[src/rtl/bpred_perf_monitor_pkg.sv]
// Shared types and constants for the branch-prediction performance monitor.
// Holds the FSM state encoding, the instruction encodings the monitor
// treats specially, the default counter width and the counter-bank indices.
package bpred_perf_pkg;

  typedef enum logic [1:0] {
    ST_IDLE = 2'd0,
    ST_RUN  = 2'd1,
    ST_DONE = 2'd2,
    ST_SAT  = 2'd3
  } state_e;

  localparam logic [31:0] NOP_INSN_DEF    = 32'h0000_0013;
  localparam logic [31:0] EBREAK_INSN_DEF = 32'h0010_0073;
  localparam int unsigned CNT_W_DEF       = 32;

  // Counter bank layout inside the monitor
  localparam int unsigned NUM_CNT   = 4;
  localparam int unsigned IDX_CYC   = 0;
  localparam int unsigned IDX_INSTR = 1;
  localparam int unsigned IDX_BR    = 2;
  localparam int unsigned IDX_MISS  = 3;

endpackage

[src/rtl/bpred_perf_monitor_sat_counter.sv]
// Saturating up-counter with synchronous clear.
// Ports:
//   clk_i, rst_ni : clock, asynchronous active-low reset
//   clr_i         : synchronous clear (wins over inc_i)
//   inc_i         : count this cycle; ignored once the count is all-ones
//   count_o       : current count
//   at_max_o      : count is all-ones
module sat_counter
  import bpred_perf_pkg::*;
#(
  parameter int unsigned W = CNT_W_DEF
) (
  input  logic         clk_i,
  input  logic         rst_ni,
  input  logic         clr_i,
  input  logic         inc_i,
  output logic [W-1:0] count_o,
  output logic         at_max_o
);

  logic [W-1:0] count_q, count_d;

  assign at_max_o = &count_q;
  assign count_o  = count_q;

  always_comb begin
    count_d = count_q;
    if (clr_i) begin
      count_d = '0;
    end else if (inc_i && !at_max_o) begin
      count_d = count_q + W'(1);
    end
  end

  always_ff @(posedge clk_i or negedge rst_ni) begin
    if (!rst_ni) begin
      count_q <= '0;
    end else begin
      count_q <= count_d;
    end
  end

endmodule

[src/rtl/bpred_perf_monitor.sv]
// Branch-prediction performance monitor.
// Counts cycles, retired-looking instructions, resolved branches and
// front-end flushes while running, tracks the worst miss count over full
// windows of WIN_BR branches, and publishes results through a snapshot
// bank with a valid/ready handshake.
// Ports:
//   clk_i, rst_ni        : clock, asynchronous active-low reset
//   start_i / stop_i     : begin-resume / end counting
//   clear_i              : synchronous clear of everything, back to IDLE
//   snap_req_i           : capture a snapshot while running
//   instr_i              : fetch-stage instruction word
//   br_instr_i, br_miss_i: resolved-branch and flush strobes
//   snap_ready_i         : consumer accepts the snapshot
//   snap_valid_o         : snapshot bank holds unread data
//   overrun_o            : sticky, an unread snapshot was overwritten
//   *_cnt_o, worst_win_miss_o : snapshot contents
//   state_o              : FSM state
//
// state | meaning
// IDLE  | after reset/clear, nothing counted yet
// RUN   | counting events every cycle
// DONE  | stopped by stop_i or a counted EBREAK
// SAT   | a counter reached all-ones; all counters frozen
module bpred_perf_monitor
  import bpred_perf_pkg::*;
#(
  parameter int unsigned CNT_W       = CNT_W_DEF,
  parameter int unsigned WIN_BR      = 64,
  parameter logic [31:0] NOP_INSN    = NOP_INSN_DEF,
  parameter logic [31:0] EBREAK_INSN = EBREAK_INSN_DEF,
  localparam int unsigned WB_W       = $clog2(WIN_BR),
  localparam int unsigned WM_W       = $clog2(WIN_BR) + 1
) (
  input  logic             clk_i,
  input  logic             rst_ni,
  input  logic             start_i,
  input  logic             stop_i,
  input  logic             clear_i,
  input  logic             snap_req_i,
  input  logic [31:0]      instr_i,
  input  logic             br_instr_i,
  input  logic             br_miss_i,
  input  logic             snap_ready_i,
  output logic             snap_valid_o,
  output logic             overrun_o,
  output logic [CNT_W-1:0] cyc_cnt_o,
  output logic [CNT_W-1:0] instr_cnt_o,
  output logic [CNT_W-1:0] br_cnt_o,
  output logic [CNT_W-1:0] miss_cnt_o,
  output logic [WM_W-1:0]  worst_win_miss_o,
  output logic [1:0]       state_o
);

  localparam logic [CNT_W-1:0] CNT_PRE_MAX = {{(CNT_W-1){1'b1}}, 1'b0};

  state_e state_q, state_d;
  logic   run, ebreak_hit, reach_max, snap_load;

  logic [NUM_CNT-1:0]            inc, at_max;
  logic [NUM_CNT-1:0][CNT_W-1:0] cnt, cnt_nxt;

  logic [WB_W-1:0] win_br_q, win_br_d;
  logic [WM_W-1:0] win_miss_q, win_miss_d, win_miss_tot;
  logic [WM_W-1:0] worst_q, worst_d;

  logic [NUM_CNT-1:0][CNT_W-1:0] snap_q, snap_d;
  logic [WM_W-1:0]               snap_worst_q, snap_worst_d;
  logic                          snap_valid_q, snap_valid_d;
  logic                          overrun_q, overrun_d;

  assign run        = (state_q == ST_RUN);
  assign ebreak_hit = run && !br_miss_i && (instr_i == EBREAK_INSN);

  // A flushed fetch slot is a wrong-path instruction, so it never counts.
  always_comb begin
    inc            = '0;
    inc[IDX_CYC]   = run;
    inc[IDX_INSTR] = run && !br_miss_i && (instr_i != '0) && (instr_i != NOP_INSN);
    inc[IDX_BR]    = run && br_instr_i;
    inc[IDX_MISS]  = run && br_miss_i;
  end

  for (genvar i = 0; i < NUM_CNT; i++) begin : g_cnt
    sat_counter #(.W(CNT_W)) u_cnt (
      .clk_i    (clk_i),
      .rst_ni   (rst_ni),
      .clr_i    (clear_i),
      .inc_i    (inc[i]),
      .count_o  (cnt[i]),
      .at_max_o (at_max[i])
    );
  end

  // Post-edge counter values, so a snapshot includes this cycle's events.
  // reach_max only fires on the step onto all-ones; an already saturated
  // counter does not push a resumed RUN straight back into SAT.
  always_comb begin
    reach_max = 1'b0;
    cnt_nxt   = cnt;
    for (int i = 0; i < NUM_CNT; i++) begin
      if (inc[i] && !at_max[i]) begin
        cnt_nxt[i] = cnt[i] + CNT_W'(1);
        if (cnt[i] == CNT_PRE_MAX) reach_max = 1'b1;
      end
    end
  end

  always_comb begin
    state_d = state_q;
    case (state_q)
      ST_IDLE: if (start_i) state_d = ST_RUN;
      ST_RUN: begin
        if (stop_i || ebreak_hit) state_d = ST_DONE;
        else if (reach_max)       state_d = ST_SAT;
      end
      ST_DONE, ST_SAT: if (start_i) state_d = ST_RUN;
      default: state_d = ST_IDLE;
    endcase
    if (clear_i) state_d = ST_IDLE;
  end

  // Window bookkeeping; the closing branch's own miss is part of the window.
  always_comb begin
    win_miss_tot = win_miss_q;
    if (run && br_miss_i && !(&win_miss_q)) win_miss_tot = win_miss_q + WM_W'(1);
    win_br_d   = win_br_q;
    win_miss_d = win_miss_tot;
    worst_d    = worst_q;
    if (run && br_instr_i) begin
      if (win_br_q == WB_W'(WIN_BR - 1)) begin
        if (win_miss_tot > worst_q) worst_d = win_miss_tot;
        win_br_d   = '0;
        win_miss_d = '0;
      end else begin
        win_br_d = win_br_q + WB_W'(1);
      end
    end
    if (clear_i) begin
      win_br_d   = '0;
      win_miss_d = '0;
      worst_d    = '0;
    end
  end

  assign snap_load = run && (snap_req_i || (state_d != ST_RUN));

  always_comb begin
    snap_d       = snap_q;
    snap_worst_d = snap_worst_q;
    snap_valid_d = snap_valid_q;
    overrun_d    = overrun_q;
    if (snap_valid_q && snap_ready_i) snap_valid_d = 1'b0;
    if (snap_load) begin
      snap_d       = cnt_nxt;
      snap_worst_d = worst_d;
      snap_valid_d = 1'b1;
      if (snap_valid_q && !snap_ready_i) overrun_d = 1'b1;
    end
    if (clear_i) begin
      snap_d       = '0;
      snap_worst_d = '0;
      snap_valid_d = 1'b0;
      overrun_d    = 1'b0;
    end
  end

  always_ff @(posedge clk_i or negedge rst_ni) begin
    if (!rst_ni) begin
      state_q      <= ST_IDLE;
      win_br_q     <= '0;
      win_miss_q   <= '0;
      worst_q      <= '0;
      snap_q       <= '0;
      snap_worst_q <= '0;
      snap_valid_q <= 1'b0;
      overrun_q    <= 1'b0;
    end else begin
      state_q      <= state_d;
      win_br_q     <= win_br_d;
      win_miss_q   <= win_miss_d;
      worst_q      <= worst_d;
      snap_q       <= snap_d;
      snap_worst_q <= snap_worst_d;
      snap_valid_q <= snap_valid_d;
      overrun_q    <= overrun_d;
    end
  end

  assign snap_valid_o     = snap_valid_q;
  assign overrun_o        = overrun_q;
  assign cyc_cnt_o        = snap_q[IDX_CYC];
  assign instr_cnt_o      = snap_q[IDX_INSTR];
  assign br_cnt_o         = snap_q[IDX_BR];
  assign miss_cnt_o       = snap_q[IDX_MISS];
  assign worst_win_miss_o = snap_worst_q;
  assign state_o          = state_q;

endmodule

[config.mk]
export PLATFORM = sky130hd
export DESIGN_NAME = bpred_perf_monitor
export DESIGN_NICKNAME = d
export VERILOG_FILES = /design/src/rtl/bpred_perf_monitor_pkg.sv /design/src/rtl/bpred_perf_monitor_sat_counter.sv /design/src/rtl/bpred_perf_monitor.sv
export SDC_FILE = /design/constraint.sdc
export NUM_CORES = 1
export LEC_CHECK = 0
export ABC_AREA = 0
export CAP_MARGIN = 20
export CORE_UTILIZATION = 56
export DETAILED_ROUTE_END_ITERATION = 10
export GPL_ROUTABILITY_DRIVEN = 1
export PLACE_DENSITY = 0.78
export SYNTH_ARGS = -nofsm -noshare
export SYNTH_HDL_FRONTEND = slang
export SYNTH_SLANG_ARGS = --single-unit
[constraint.sdc]
create_clock -name clk_i -period 3.9 [get_ports clk_i]
set_input_delay 0.975 -clock clk_i [delete_from_list [all_inputs] [get_ports clk_i]]
set_output_delay 0.975 -clock clk_i [all_outputs]
set_load 0.02 [all_outputs]
==> flow_summary.yaml <==
power:
  net-switching-power_mw: 1.50
  vdd_drop_max_mv: 0.397
  clkPwrFrac_pct: 46.7
  power_density_nw_per_um2: 391
  swShare_pct: 22.6
  leakage_nw: 7.51
  p_comb_share_pct: 7.5
  seqPwrFrac_pct: 45.8
  internal_power_mw: 5.13
synth:
  synth_area_um2: 13700
  syn-num-nets: 1378
  avgSynthCellArea_um2: 10.4
  yosys.area.top_type: "dfrtp_1"
  async_flop_share_pct: 100
  ys_seq_elements: 287
  synth.most_common_cell: "dfrtp_1"
  syn_inst: 1320
  ys_types: 62
  yosysWarnings: 0
  synth_edf_count: 0
  synth_top_area_share_pct: 52.4
  synth_area_leaders: "dfrtp_1, xnor2_1, nor2_1, nand3_1, and3_1"
  synth_top_cells_by_count: "dfrtp_1, nor2_1, nand3_1"
  yosysSeqAreaShare_pct: 52.4
  yosys_most_used_dff: "dfrtp_1"
final_layout:
  drive_above_1_share_pct: 9.87
  final_cell_count_no_fill: 1828
  fin_area_um2: 17000
  final-seq-area_um2: 7180
  area_delta_synth_final_pct: 24.0
  multi_input_area_um2: 6110
  n_antenna_cell: 0
  fillers: 1733
  nets: 1548
timing:
  finalHoldViolations: 0
  tightestPinTransition_ns: 0.995
  rsz0062_at_grt: "false"
  fmax_mhz: 286
  fin_skew_ns: 0.0138
  final.period_utilization_pct: 89.8
  setup_viol: 0
  drv_slew: 0
  fin_tns_setup_ns: 0
  period_minus_slack_ns: 3.50
  slew_headroom_pct: 33.5
  fin_ws_ns: 0.399
detailed_routing:
  vias: 10700
  routed_wl_um: 33500
  viasPerCell: 5.87
  firstDrtPassIters: 5
  ant_nets: 0
  drt_drc_violations_left: 0
  drt_iter0_drc: 789
  routedWlPerCell_um: 18.3
worst_setup_path:
  crit_fanout: 24
  slowest_stage: "nor2_4"
  endpoint: "instr_cnt_o[2]"
  critPathLaunchType: "input port"
  reg2reg_to: "worst_win_miss_o[5]"
  critPathCaptureType: "flip-flop"
  cp_slowest_stage_delay_ns: 0.74
  cp.depth: 9
  path_buf_inv: 2
  r2r_start: "win_miss_q[0]"
  path_cells: "clkdlybuf4s50_1 -> nor4_1 -> nand4_1 -> nor3_1 -> buf_4 -> o211ai_2 -> o31a_4 -> nor2_4 -> mux2_2"
  cp.required_ns: 4.33
  worst-r2r-setup-slack_ns: 0.67
  startpoint: "instr_i[8]"
  worstPathArrival_ns: 3.93
  cpLargestDelayFamily: "simple AND/OR/NAND/NOR gates"
  worstSetupPathType: "input port to flip-flop"
  r2r_cells: 12
floorplanning:
  rows: 56
  dieWidth_um: 158
  die_area_um2: 25100
  start_util_pct: 57.7
  num_io_pins: 180
  core_um2: 23800
  die_h_um: 158
clock_network:
  cts-resized-gates: 0
  cts_htree_levels: 1
  cts_tree: "done"
  numClockSinks: 287
  post_cts_buffers: 0
  clkSlewWorstSetupHoldPaths_ns: 0.06
  root_buffer: "clkbuf_16"
  clk_latency_ns: 0.55
  cts_hold_buf: 0
  clk_path_buf_depth: 3
  cts_inserted_buffers: 30
run:
  drv_cap: 0
placement:
  pre_cts_ws_ns: -0.175
  dp.cells: 1777
  dpl_cell_area_um2: 15900
  port_buffers: 179
  dp_hpwl_um: 22300
  routabilityCongestion: 0.895
global_route:
  grt_max_degree: 207
  overflow: 0
  first_global_vias: 10500
  grt_pass1_wl_um: 54400
  grt_usage_pct: 27.5
  antenna_found_initial: 1
worst_hold_path:
  min_path_type: "input port to async pin"
outcome:
  status: "completed"
[power by group through the flow]
stage / combinational, mW / sequential, mW / clock, mW
floorplan: 0.221 / 3.12 / 0
global placement: 0.497 / 3.09 / 0
detailed placement: 0.505 / 3.09 / 0
CTS: 0.506 / 3.04 / 3.15
global route: 0.549 / 3.04 / 3.26
finish: 0.500 / 3.04 / 3.10
[placed cells by master (no fill, tap or decap), types with 7 or more instances in the layout]
cell / Yosys / routed
a21o_1: 36 / 36
o21ai_0: 27 / 27
or3_1: 14 / 14
and3_1: 66 / 66
a21oi_1: 25 / 25
xor2_1: 32 / 32
o31ai_1: 44 / 44
nor3_1: 40 / 40
nand3_1: 93 / 93
clkdlybuf4s50_1: 0 / 177
and4_1: 21 / 21
ha_1: 17 / 17
inv_1: 18 / 17
nor2b_1: 8 / 8
nor2_1: 173 / 173
clkbuf_16: 0 / 31
buf_4: 2 / 29
nor4b_1: 7 / 7
mux2_4: 20 / 20
nand4_1: 44 / 44
nor4_1: 26 / 26
xnor2_1: 90 / 90
dfrtp_1: 287 / 287
a211oi_2: 21 / 21
nand2_1: 70 / 70
buf_12: 0 / 7
[area by class of cell]
type | instances | share of cell area, %
repair buffers | 215 | 12.7
inverters | 18 | 0.398
clock inverters | 9 | 1.15
well taps | 319 | 2.35
multi-input cells | 938 | 36.0
flip-flops and latches | 287 | 42.3
clock buffers | 42 | 5.16
[how the worst min path moves through the flow]
stage,from,endpoint,slack (ns)
2_1_floorplan,worst_q[0],worst_q[0],0.50
3_3_place_gp,worst_win_miss_o[1],worst_win_miss_o[1],0.49
3_5_place_dp,instr_cnt_o[10],instr_cnt_o[10],0.50
4_1_cts,rst_ni,br_cnt_o[17],0.39
6_report,rst_ni,br_cnt_o[19],0.38
5_1_grt,rst_ni,br_cnt_o[16],0.41
[flip-flops by register name, summed over array words and instances, names as in the netlist]
| name | flops |
|---|---|
| miss_cnt_o | 32 |
| g_cnt.u_cnt.count_o | 128 |
| overrun_o | 1 |
| cyc_cnt_o | 32 |
| worst_win_miss_o | 7 |
| snap_valid_o | 1 |
| worst_q | 7 |
| win_miss_q | 7 |
| win_br_q | 6 |
| instr_cnt_o | 32 |
| state_o | 2 |
| br_cnt_o | 32 |
[per-layer routing]
metal	wire [um]	global-route usage, %	share of wire, %
met1	14900	37.9	44
met2	15900	45.2	47
met3	1930	4.19	5.8
met4	794	7.65	2.4
met5	13	0	0.039
[stage by stage]
stage          hold WS [ns]  utilization [%]  power, mW
6_report              0.376             71.5       6.63
5_1_grt               0.410             71.5       6.85
4_1_cts               0.386             71.5       6.69
3_5_place_dp          0.497             67.0       3.60
3_3_place_gp          0.494             67.0       3.59
2_1_floorplan         0.503                -       3.34
[kinds of logic (layout without fill, tap and decap cells)]
kind of cell,after synthesis,count (layout),synth area share (%)
AND/OR/NAND/NOR,592,592,22.4
XOR/XNOR,122,122,7.80
multiplexers,27,27,2.76
flip-flops,287,287,52.4
adder cells (fa/ha/maj),17,17,1.55
AO/OA/AOI/OAI,180,180,9.92
buffers and inverters,95,284,3.07
(Power assumes the default switching activity.)
